## config.mk

```make
export PLATFORM = sky130hd
export DESIGN_NAME = pipelined_adder
export DESIGN_NICKNAME = d
export VERILOG_FILES = /design/src/rtl/adder_pkg.sv /design/src/rtl/adder_chunk_stage.sv /design/src/rtl/pipelined_adder.sv
export SDC_FILE = /design/constraint.sdc
export NUM_CORES = 1
export LEC_CHECK = 0
export CORE_MARGIN = 2
export CORE_UTILIZATION = 40
export DETAILED_ROUTE_END_ITERATION = 10
export PLACE_DENSITY = 0.63
export SLEW_MARGIN = 10
export SYNTH_ARGS = -nofsm -noshare
export SYNTH_HDL_FRONTEND = slang
export SYNTH_HIERARCHICAL = 1
export SYNTH_SLANG_ARGS = --single-unit
```

## constraint.sdc

```tcl
create_clock -name clk -period 5.95 [get_ports clk]
set_clock_uncertainty 0.2 [all_clocks]
set_input_delay 1.785 -clock clk [delete_from_list [all_inputs] [get_ports clk]]
set_output_delay 1.785 -clock clk [all_outputs]
set_load 0.02 [all_outputs]
```

## src/rtl/adder_pkg.sv

```systemverilog
// Shared types and helpers for pipelined_adder: stage-count derivation, per-stage
// control bundle and saturation constants.
package adder_pkg;

  // Upper bound on WIDTH for the saturation constant helpers.
  localparam int unsigned MaxWidth = 256;

  // Number of carry-pipeline stages; never less than one. CHUNK must be non-zero.
  function automatic int unsigned num_stages(input int unsigned width, input int unsigned chunk);
    return (width / chunk < 1) ? 1 : width / chunk;
  endfunction

  // Control bits that ride alongside the partial sum through every stage.
  // Operand chunks and the partial sum are WIDTH-dependent, so they travel as
  // separate vectors next to this bundle.
  typedef struct packed {
    logic valid;
    logic sub;
    logic is_signed;
    logic sign_a;
    logic sign_b;
    logic carry;
  } stage_t;

  function automatic logic [MaxWidth-1:0] sat_umax(input int unsigned width);
    logic [MaxWidth-1:0] ones;
    ones = '1;
    return ones >> (MaxWidth - width);
  endfunction

  function automatic logic [MaxWidth-1:0] sat_smax(input int unsigned width);
    return sat_umax(width) >> 1;
  endfunction

  function automatic logic [MaxWidth-1:0] sat_smin(input int unsigned width);
    logic [MaxWidth-1:0] one;
    one = 1;
    return one << (width - 1);
  endfunction

endpackage

```

## src/rtl/adder_chunk_stage.sv

```systemverilog
// One CHUNK-bit slice of the carry pipeline: adds operand chunk Idx with the incoming
// carry, merges it into the partial sum and registers everything under a shared enable.
module adder_chunk_stage
  import adder_pkg::*;
#(
  parameter int unsigned Width = 32,
  parameter int unsigned Chunk = 8,
  parameter int unsigned Idx   = 0
) (
  input  logic             clk_i,
  input  logic             rst_i,
  input  logic             en_i,
  input  stage_t           ctrl_i,
  input  logic [Width-1:0] a_i,
  input  logic [Width-1:0] b_i,
  input  logic [Width-1:0] sum_i,
  output stage_t           ctrl_o,
  output logic [Width-1:0] a_o,
  output logic [Width-1:0] b_o,
  output logic [Width-1:0] sum_o
);

  localparam int unsigned Lo = Idx * Chunk;

  logic [Chunk:0]   chunk_sum;
  stage_t           ctrl_d, ctrl_q;
  logic [Width-1:0] a_q, b_q;
  logic [Width-1:0] sum_d, sum_q;

  assign chunk_sum = {1'b0, a_i[Lo +: Chunk]} + {1'b0, b_i[Lo +: Chunk]} +
                     {{Chunk{1'b0}}, ctrl_i.carry};

  always_comb begin
    sum_d              = sum_i;
    sum_d[Lo +: Chunk] = chunk_sum[Chunk-1:0];
    ctrl_d             = ctrl_i;
    ctrl_d.carry       = chunk_sum[Chunk];
  end

  always_ff @(posedge clk_i) begin
    if (rst_i) begin
      ctrl_q <= '0;
      a_q    <= '0;
      b_q    <= '0;
      sum_q  <= '0;
    end else if (en_i) begin
      ctrl_q <= ctrl_d;
      a_q    <= a_i;
      b_q    <= b_i;
      sum_q  <= sum_d;
    end
  end

  assign ctrl_o = ctrl_q;
  assign a_o    = a_q;
  assign b_o    = b_q;
  assign sum_o  = sum_q;

endmodule

```

## src/rtl/pipelined_adder.sv

```systemverilog
// Carry-pipelined add/subtract unit with valid/ready backpressure and result flags.
// Optional saturation on overflow is enabled by defining PIPELINED_ADDER_SAT_EN.
module pipelined_adder
  import adder_pkg::*;
#(
  parameter int unsigned WIDTH = 32,
  parameter int unsigned CHUNK = 8
) (
  input  logic             clk,
  input  logic             rst,
  input  logic             in_valid,
  output logic             in_ready,
  input  logic [WIDTH-1:0] a,
  input  logic [WIDTH-1:0] b,
  input  logic             cin,
  input  logic             sub,
  input  logic             is_signed,
  output logic             out_valid,
  input  logic             out_ready,
  output logic [WIDTH-1:0] sum,
  output logic             cout,
  output logic             overflow,
  output logic             zero
);

  localparam int unsigned NSTG = num_stages(WIDTH, CHUNK);

  logic             adv;
  logic [WIDTH-1:0] b_eff;

  stage_t           ctrl_pipe [NSTG+1];
  logic [WIDTH-1:0] a_pipe    [NSTG+1];
  logic [WIDTH-1:0] b_pipe    [NSTG+1];
  logic [WIDTH-1:0] sum_pipe  [NSTG+1];

  // Whole pipeline moves in lockstep; bubbles are not compacted.
  assign adv      = ~out_valid | out_ready;
  assign in_ready = adv;
  assign b_eff    = sub ? ~b : b;

  assign ctrl_pipe[0] = '{valid:     in_valid,
                          sub:       sub,
                          is_signed: is_signed,
                          sign_a:    a[WIDTH-1],
                          sign_b:    b_eff[WIDTH-1],
                          carry:     sub ? ~cin : cin};
  assign a_pipe[0]    = a;
  assign b_pipe[0]    = b_eff;
  assign sum_pipe[0]  = '0;

  for (genvar k = 0; k < NSTG; k++) begin : g_stage
    adder_chunk_stage #(
      .Width(WIDTH),
      .Chunk(CHUNK),
      .Idx  (k)
    ) u_stage (
      .clk_i (clk),
      .rst_i (rst),
      .en_i  (adv),
      .ctrl_i(ctrl_pipe[k]),
      .a_i   (a_pipe[k]),
      .b_i   (b_pipe[k]),
      .sum_i (sum_pipe[k]),
      .ctrl_o(ctrl_pipe[k+1]),
      .a_o   (a_pipe[k+1]),
      .b_o   (b_pipe[k+1]),
      .sum_o (sum_pipe[k+1])
    );
  end

  stage_t           last;
  logic [WIDTH-1:0] raw_sum;
  logic [WIDTH-1:0] res_sum;
  logic             raw_ovf;

  assign last    = ctrl_pipe[NSTG];
  assign raw_sum = sum_pipe[NSTG];

  always_comb begin
    if (last.is_signed) begin
      raw_ovf = (last.sign_a == last.sign_b) && (raw_sum[WIDTH-1] != last.sign_a);
    end else begin
      raw_ovf = last.sub ? ~last.carry : last.carry;
    end
  end

`ifdef PIPELINED_ADDER_SAT_EN
  localparam logic [MaxWidth-1:0] UMaxFull = sat_umax(WIDTH);
  localparam logic [MaxWidth-1:0] SMaxFull = sat_smax(WIDTH);
  localparam logic [MaxWidth-1:0] SMinFull = sat_smin(WIDTH);
  localparam logic [WIDTH-1:0]    UMax     = UMaxFull[WIDTH-1:0];
  localparam logic [WIDTH-1:0]    SMax     = SMaxFull[WIDTH-1:0];
  localparam logic [WIDTH-1:0]    SMin     = SMinFull[WIDTH-1:0];

  always_comb begin
    res_sum = raw_sum;
    if (raw_ovf) begin
      if (last.is_signed) begin
        res_sum = last.sign_a ? SMin : SMax;
      end else begin
        res_sum = last.sub ? '0 : UMax;
      end
    end
  end
`else
  assign res_sum = raw_sum;
`endif

  // Outputs read zero whenever no beat is presented, including straight after reset.
  assign out_valid = last.valid;
  assign sum       = last.valid ? res_sum : '0;
  assign cout      = last.valid & last.carry;
  assign overflow  = last.valid & raw_ovf;
  assign zero      = last.valid & (res_sum == '0);

  // Operands leaving the final stage have already been consumed.
  logic unused_ops;
  assign unused_ops = ^{a_pipe[NSTG], b_pipe[NSTG]};

endmodule

```

==> results.ini, run 1 <==
[timing]
slew_headroom=0.308
hold_viol=0
fin_ws_ns=0.986
maxSlewViolCount=0
fin_crit_sh=0.834
finalSetupTns_ns=0
finalSetupViolCount=0
max_freq_ghz=0.201
rsz0062_at_grt=no
tightestPinTransition_ns=1.04
post-route-min-period_ns=4.96

[global_route]
antenna_found_initial=0
grt_util_all_layers=0.150
grt_util_met3=0.0238
grt-ovfl-total=0
first_global_vias=5751
top_usage_layer=met2
grt_pass1_wl_um=29200
grt_use_met2=0.222
grt_max_degree=147
gr-usage-met1=0.220

[pwr]
peakVddDrop_mv=0.194
clockPowerShare=0.383
power_switching_share=0.264
combPwrFrac=0.111
power_density_nw_per_um2=271
p_sw_mw=0.772
p_leak_nw=5.47
intPower_mw=2.15
pwr-share-seq=0.506

[clocking]
cts_max_level=4
root_buffer=clkbuf_16
clkLatencyLatePin_ns=0.43
cts_tree=yes
cts_buffers=17
cts-resized-gates=0
clk_pin_slew_ns=0.07
cts.path.max_buffers=2
cts-hold-fix-buffers=0
clock-sinks=200
cts_setup_buffers=0

[synth]
postSynthCellCount=931
synth.avg_cell_area_um2=9.75
synthesis.nets=1038
ys.warnings.count=6
synth_area_um2=9080

[route]
vias_per_cell=4.89
wire_per_inst_um=13.8
drtAntennaViolNets=0
drt_iter0_drc=284
routed_wl_um=17800
routed-via-count=6298
drtPass1Iterations=4
remaining_drc_errors=0

[hold_path]
hold_path_class=reg2reg
whs_path_depth=2

[setup_path]
required_ns=3.96
cp_max_fo=2
path_class=in2out
cp.arrival_ns=2.98
ff2ff_path_depth=7
start_kind=primary input
end_kind=primary output

[final_layout]
drive_above_1_share=0.0568
nets=1097
area_growth_pct=18.6
antenna_cells=0

[placed_design]
place_congestion=0.864
io_buffers=107
post-dp-hpwl_um=12300
dpl_worst_slack_ns=0.791

[floorplanning]
fp.coreArea_um2=22400
start_util=0.405
dieArea_um2=23900
io_pins=108
die_x_um=155
fp-row-count=55
die_h_um=155

[outcome]
status=finished clean

[job]
timing.max_cap.violations=0

power groups by stage:
stage          logic [mW]  registers (mW)  clock network [mW]
4_1_cts             0.330            1.48                1.15
5_1_grt             0.367            1.49                1.21
2_1_floorplan       0.235            1.49                   0
6_report            0.325            1.48                1.12
3_3_place_gp        0.321            1.51                   0
3_5_place_dp        0.328            1.51                   0
metrics by stage:
step | hold slack (ns) | instance area [µm²] | instances | util | power [mW]
2_1_floorplan | 0.241 | 9080 | 931 | - | 1.72
3_3_place_gp | 0.255 | 10200 | 1256 | 0.454 | 1.83
3_5_place_dp | 0.258 | 10200 | 1256 | 0.454 | 1.84
4_1_cts | 0.270 | 10800 | 1288 | 0.480 | 2.97
5_1_grt | 0.280 | 10800 | 1288 | 0.480 | 3.07
6_report | 0.267 | 10800 | 1288 | 0.480 | 2.92
layer usage:
layer / vias to the layer above / part of all wire / routed length [µm]
met5: - / 0 / 0
met4: 0 / 0.018 / 317
met3: 18 / 0.025 / 442
met2: 83 / 0.41 / 7380
met1: 2875 / 0.54 / 9690
li1: 3322 / - / -
cells in the final DEF (no fill, tap or decap), types with 8 or more instances in the layout:
cell and count:
o21ai_0 14, a211oi_1 10, nor2_1 190, o21ai_1 8, nor4_1 9, dfxtp_1 200
nand2_1 22, nor3_1 10, and2_1 33, clkbuf_16 17, inv_1 11, ha_1 28
a21oi_1 23, mux2i_1 172, clkdlybuf4s50_1 105, nand3_1 12, fa_1 8, xor2_1 34
registers in the layout (all words and copies together), names as in the netlist:
name                    count
g_stage.u_stage/sum_o      80
g_stage.u_stage/a_o        48
g_stage.u_stage/b_o        48
g_stage.u_stage/ctrl_o     24
area by class of cell:
cell class	instances	area [µm²]
Sequential cell	200	4000
Multi-Input combinational cell	648	4660
Clock buffer	17	425
Inverter	11	41.3
Timing Repair Buffer	112	1130
Clock inverter	15	150
Fill cell	2183	11700
Tap cell	285	357
worst max-delay path: stages:
cell and delay [ns]:
clkdlybuf4s50_1 0.40, or2b_4 0.26, clkdlybuf4s50_1 0.54
worst paths after layout:
path                                                           startpoint                                        end  slack (ns)
worst max-delay path                                            out_ready                                   in_ready        0.99
worst min-delay path            g_stage[1].u_stage/sum_o[12]$_SDFFE_PP0P_  g_stage[1].u_stage/sum_o[12]$_SDFFE_PP0P_        0.27
worst max register to register  g_stage[3].u_stage/ctrl_o[5]$_SDFFE_PP0P_  g_stage[1].u_stage/sum_o[15]$_SDFFE_PP0P_        2.21
worst min register to register  g_stage[1].u_stage/sum_o[12]$_SDFFE_PP0P_  g_stage[1].u_stage/sum_o[12]$_SDFFE_PP0P_        0.27
Power figures use the tool's default switching activity.
==> inputs of run 2 (changes only) <==
clock period = 5.1 ns   (was 5.95 ns; I/O delays follow)
==> run 2 against run 1 <==
Sequential power is 16% higher. Non-clock buffer count is 3 higher. Die area stayed put. Worst hold slack better by 0.0020 ns. Utilization is 0.31 points higher.
==> results.ini, run 2 (synthesis results as in run 1) <==
[pwr]
p_leak_nw=5.50  ; +0.58%
peakVddDrop_mv=0.229  ; +18%
p_total_mw=3.50  ; +20%
power_density_nw_per_um2=323  ; +19%

[floorplanning]
fp.coreArea_um2=22400  ; unchanged
dieArea_um2=23900  ; unchanged
start_util=0.405  ; unchanged
fp-row-count=55  ; unchanged
die_x_um=155  ; unchanged
io_pins=108  ; unchanged
die_h_um=155  ; unchanged

[final_layout]
nets=1100  ; +0.27%
fillers=2121  ; -2.8%
multi_input_area_um2=4660  ; unchanged
antenna_cells=0  ; unchanged
area_growth_pct=19.3
layout_common_cells=dfxtp_1, nor2_1, mux2i_1
drive_above_1_share=0.0596  ; +0.00281
regArea_um2=4000  ; unchanged
layout_commonest_cell=dfxtp_1
largest_register_ffs=80  ; unchanged
instances_no_fill=1291  ; +0.23%

[timing]
slew_headroom=0.418  ; +0.110
finalSetupViolCount=0  ; unchanged
tightestPinTransition_ns=0.874  ; -0.164 ns
rsz0062_at_grt=no
fin_crit_sh=0.871
post-route-min-period_ns=4.44
max_freq_ghz=0.225
hold_viol=0  ; unchanged
maxSlewViolCount=0  ; unchanged
finalSetupTns_ns=0  ; unchanged

[route]
wire_per_inst_um=13.7  ; -1.0%
drtAntennaViolNets=0  ; unchanged
routed_wl_um=17700  ; -0.82%
remaining_drc_errors=0  ; unchanged
drtPass1Iterations=4  ; unchanged
drt_iter0_drc=267  ; -6.0%
routed-via-count=6351  ; +0.84%
vias_per_cell=4.92  ; +0.61%

[clocking]
clk_pin_slew_ns=0.08  ; about the same
cts_buffers=17  ; unchanged
clock-sinks=200  ; unchanged
cts.path.max_buffers=2  ; unchanged
cts-hold-fix-buffers=0  ; unchanged
cts_max_level=4  ; unchanged
cts_setup_buffers=0  ; unchanged
clkLatencyLatePin_ns=0.43  ; about the same
cts-resized-gates=0  ; unchanged
cts_tree=yes
root_buffer=clkbuf_16

[placed_design]
post-dp-hpwl_um=12300  ; about the same
io_buffers=107  ; unchanged
dp.cells=1259  ; +0.24%
place_congestion=0.782  ; -9.5%

[setup_path]
end_kind=primary output
r2r_end=g_stage[3].u_stage/ctrl_o[0]$_SDFFE_PP0P_
slowest_delay_ns=0.53  ; about the same
slowest_stage=clkdlybuf4s50_1
crit_chain=clkdlybuf4s50_1 -> or2b_4 -> clkdlybuf4s50_1
cp-endpoint=in_ready
crit_top_cell=clkdlybuf4s50_1
required_ns=3.37  ; -0.59 ns
ff2ff_path_depth=7  ; unchanged
cp-startpoint=out_ready
crit_buf_inv=2  ; unchanged
regToRegSetupSlack_ns=2.12  ; -0.09 ns
reg2reg_from=g_stage[3].u_stage/ctrl_o[5]$_SDFFE_PP0P_
crit_family=buffers and inverters
start_kind=primary input
cp.arrival_ns=2.71  ; -0.27 ns
crit_cells=3  ; unchanged
cp_max_fo=2  ; unchanged
path_class=in2out

[job]
timing.max_cap.violations=0  ; unchanged

[outcome]
status=finished clean

[global_route]
grt-ovfl-total=0  ; unchanged
grt_max_degree=115  ; -22%
grt_util_all_layers=0.151  ; +0.00149
first_global_vias=5892  ; +2.5%
antenna_found_initial=0  ; unchanged
grt_pass1_wl_um=29700  ; +1.5%

[hold_path]
hold_path_class=reg2reg

run 2: changes by cell type in the layout (fill, tap and decap cells not counted), sizes merged:
cell    before  now
buf          7   10
inv         21   18
bufinv       0    2
clkbuf      17   18
run 2: area by class of cell:
class | instances | share of cell area
Sequential cell | 200 | 0.369
Multi-Input combinational cell | 648 | 0.430
Clock inverter | 14 | 0.0169
Timing Repair Buffer | 115 | 0.106
Inverter | 11 | 0.00381
Clock buffer | 18 | 0.0405
Tap cell | 285 | 0.0329
run 2: worst min-delay path by stage:
| stage | start | end | slack [ns] | cells past startpoint |
|---|---|---|---|---|
| final | g_stage[0].u_stage/sum_o[4]$_SDFFE_PP0P_ | g_stage[0].u_stage/sum_o[4]$_SDFFE_PP0P_ | 0.27 | 2 |
| after floorplan | g_stage[0].u_stage/sum_o[3]$_SDFFE_PP0P_ | g_stage[0].u_stage/sum_o[3]$_SDFFE_PP0P_ | 0.24 | 2 |
| after detailed placement | g_stage[0].u_stage/sum_o[4]$_SDFFE_PP0P_ | g_stage[0].u_stage/sum_o[4]$_SDFFE_PP0P_ | 0.26 | 2 |
| after CTS | g_stage[0].u_stage/sum_o[4]$_SDFFE_PP0P_ | g_stage[0].u_stage/sum_o[4]$_SDFFE_PP0P_ | 0.27 | 2 |
| after global routing | g_stage[2].u_stage/sum_o[20]$_SDFFE_PP0P_ | g_stage[2].u_stage/sum_o[20]$_SDFFE_PP0P_ | 0.30 | 2 |
| after global placement | g_stage[0].u_stage/sum_o[3]$_SDFFE_PP0P_ | g_stage[0].u_stage/sum_o[3]$_SDFFE_PP0P_ | 0.25 | 2 |
run 2: per-stage QoR:
stage / instance area (µm²) / hold slack [ns] / worst slack (ns) / utilization
2_1_floorplan: 9080 / 0.241 / 1.39 / -
3_3_place_gp: 10200 / 0.252 / 0.648 / 0.455
3_5_place_dp: 10200 / 0.257 / 0.655 / 0.455
4_1_cts: 10800 / 0.270 / 0.653 / 0.483
5_1_grt: 10800 / 0.299 / 0.636 / 0.483
6_report: 10800 / 0.269 / 0.658 / 0.483
run 2: power by group:
part	internal (mW)	total, mW	switching [mW]
combinational	0.194	0.382	0.188
sequential	1.66	1.72	0.0631
clock	0.760	1.39	0.630
total	2.61	3.50	0.881
run 2: tightest hold or removal path: cells and delay by family, from the launching register on:
family          cells  cell delay, ns
simple gates        1            0.06
compound gates      1            0.05
flops               1            0.32
run 2: layer usage:
metal	wire length, µm	GRT usage	vias up
li1	-	-	3340
met1	9520	0.223	2900
met2	7290	0.221	93
met3	573	0.0291	18
met4	308	0.0498	0
met5	0	0	-
==> inputs of run 3 (changes only) <==
CELL_PAD_IN_SITES_DETAIL_PLACEMENT = 1   (was default)
CELL_PAD_IN_SITES_GLOBAL_PLACEMENT = 2   (was default)
DONT_BUFFER_PORTS = 1   (was default)
PLACE_DENSITY = default   (was 0.63)
PLACE_DENSITY_LB_ADDON = 0.1   (was default)
==> run 3 against run 2 <==
Register-to-register slack better by 0.09 ns. Worst setup slack improved by 0.70 ns. Via count decreased by 2.4%. Worst hold slack improved by 0.0031 ns. Maximum frequency grew 19%. Sequential power hardly changed. Largest power group unchanged.
==> results.ini, run 3 (synthesis results as in run 1) <==
[clocking]
clk_pin_slew_ns=0.07  ; about the same
cts-hold-fix-buffers=0  ; unchanged
cts_setup_buffers=0  ; unchanged
cts_buffers=17  ; unchanged
cts_max_level=4  ; unchanged
clock-sinks=200  ; unchanged
cts_tree=yes
clkLatencyLatePin_ns=0.43  ; about the same
cts.path.max_buffers=2  ; unchanged
root_buffer=clkbuf_16
cts-resized-gates=0  ; unchanged

[pwr]
p_leak_nw=5.04  ; -8.3%
power_density_nw_per_um2=343  ; +6.5%
peakVddDrop_mv=0.202  ; -12%

[placed_design]
place_congestion=0.816  ; +4.4%
io_buffers=0  ; -100%
post-dp-hpwl_um=13700  ; +11%
dp.cells=1148  ; -8.8%

[timing]
hold_viol=0  ; unchanged
fin_crit_sh=0.734  ; -0.137
maxSlewViolCount=0  ; unchanged
post-route-min-period_ns=3.74  ; -0.701 ns
finalSetupTns_ns=0  ; unchanged
hold_ws_ns=0.273  ; +0.00307 ns
rsz0062_at_grt=no
finalSetupViolCount=0  ; unchanged
slew_headroom=0.452  ; +0.0347
max_freq_ghz=0.267  ; +19%
tightestPinTransition_ns=0.822  ; -0.0521 ns

[route]
wire_per_inst_um=17.1  ; +25%
drtAntennaViolNets=0  ; unchanged
vias_per_cell=5.26  ; +6.9%
routed-via-count=6200  ; -2.4%
remaining_drc_errors=0  ; unchanged
drtPass1Iterations=4  ; unchanged
routed_wl_um=20200  ; +14%
drt_iter0_drc=319  ; +19%

[final_layout]
largest_register_ffs=80  ; unchanged
antenna_cells=0  ; unchanged
drive_above_1_share=0.0593  ; -0.000358
instances_no_fill=1179  ; -8.7%
area_growth_pct=6.35
fillers=2510  ; +18%
nets=989  ; -10%
layout_commonest_cell=dfxtp_1
layout_common_cells=dfxtp_1, nor2_1, mux2i_1

[global_route]
grt-ovfl-total=0  ; unchanged
grt_pass1_wl_um=32900  ; +11%
grt_util_all_layers=0.170  ; +0.0189
first_global_vias=6222  ; +5.6%
antenna_found_initial=0  ; unchanged
grt_max_degree=208  ; +81%

[floorplanning]
start_util=0.405  ; unchanged
io_pins=108  ; unchanged
die_h_um=155  ; unchanged
die_x_um=155  ; unchanged
fp-row-count=55  ; unchanged
dieArea_um2=23900  ; unchanged
fp.coreArea_um2=22400  ; unchanged

[setup_path]
regToRegSetupSlack_ns=2.21  ; +0.09 ns
start_kind=flip-flop
crit_chain=nor4_1 -> nand4_1 -> nor3_2
slowest_stage=nor4_1
crit_family=simple AND/OR/NAND/NOR gates
cp.arrival_ns=2.01  ; -0.70 ns
path_class=reg2out
required_ns=3.37  ; about the same
end_kind=primary output
crit_buf_inv=0  ; -2
slowest_delay_ns=0.58  ; +0.05 ns
cp_max_fo=3  ; +1

[outcome]
status=finished clean

[hold_path]
hold_path_class=reg2reg

[job]
timing.max_cap.violations=0  ; unchanged

-- run 3: changes by cell type in the layout (fill, tap and decap cells not counted), sizes merged --
cell           before  now
clkinv              3    4
buf                10    4
bufinv              2    0
clkdlybuf4s50     105    0
-- run 3: layout make-up --
cell class / count / area [µm²] / share of cell area
flip-flops and latches: 200 / 4000 / 0.415
well taps: 285 / 357 / 0.0369
clock inverters: 13 / 113 / 0.0117
repair buffers: 4 / 42.5 / 0.00441
clock buffers: 18 / 439 / 0.0455
inverters: 11 / 41.3 / 0.00428
multi-input cells: 648 / 4660 / 0.483
-- run 3: final timing paths --
kind,end,cells after the start,from
worst max register to register,g_stage[1].u_stage/sum_o[15]$_SDFFE_PP0P_,7,g_stage[3].u_stage/ctrl_o[5]$_SDFFE_PP0P_
worst max-delay path,zero,3,g_stage[3].u_stage/sum_o[14]$_SDFFE_PP0P_
worst min register to register,g_stage[1].u_stage/sum_o[11]$_SDFFE_PP0P_,2,g_stage[1].u_stage/sum_o[11]$_SDFFE_PP0P_
worst min-delay path,g_stage[1].u_stage/sum_o[11]$_SDFFE_PP0P_,2,g_stage[1].u_stage/sum_o[11]$_SDFFE_PP0P_
-- run 3: tightest hold or removal path, stage by stage (launching register included) --
cell and delay [ns]:
dfxtp_1 0.31, nand2_1 0.06, a21oi_1 0.05
-- run 3: stage by stage --
step | cell area, µm² | power, mW | utilization | setup slack [ns]
floorplan | 9080 | 2.01 | - | 1.39
CTS | 9660 | 3.36 | 0.430 | 1.29
detailed placement | 9100 | 2.06 | 0.406 | 1.30
global route | 9660 | 3.48 | 0.430 | 1.28
finish | 9660 | 3.32 | 0.430 | 1.36
global placement | 9100 | 2.04 | 0.406 | 1.40
-- run 3: report_power, final --
part	leakage [nW]	internal, mW	switching [mW]
registers	1.64	1.66	0.0636
clock network	0.268	0.652	0.644
logic	3.13	0.145	0.152
-- run 3: per-layer routing --
| metal | share of wire | GRT usage |
|---|---|---|
| met4 | 0.023 | 0.0653 |
| met5 | 0 | 0 |
| met1 | 0.49 | 0.223 |
| met2 | 0.46 | 0.276 |
| met3 | 0.030 | 0.0359 |
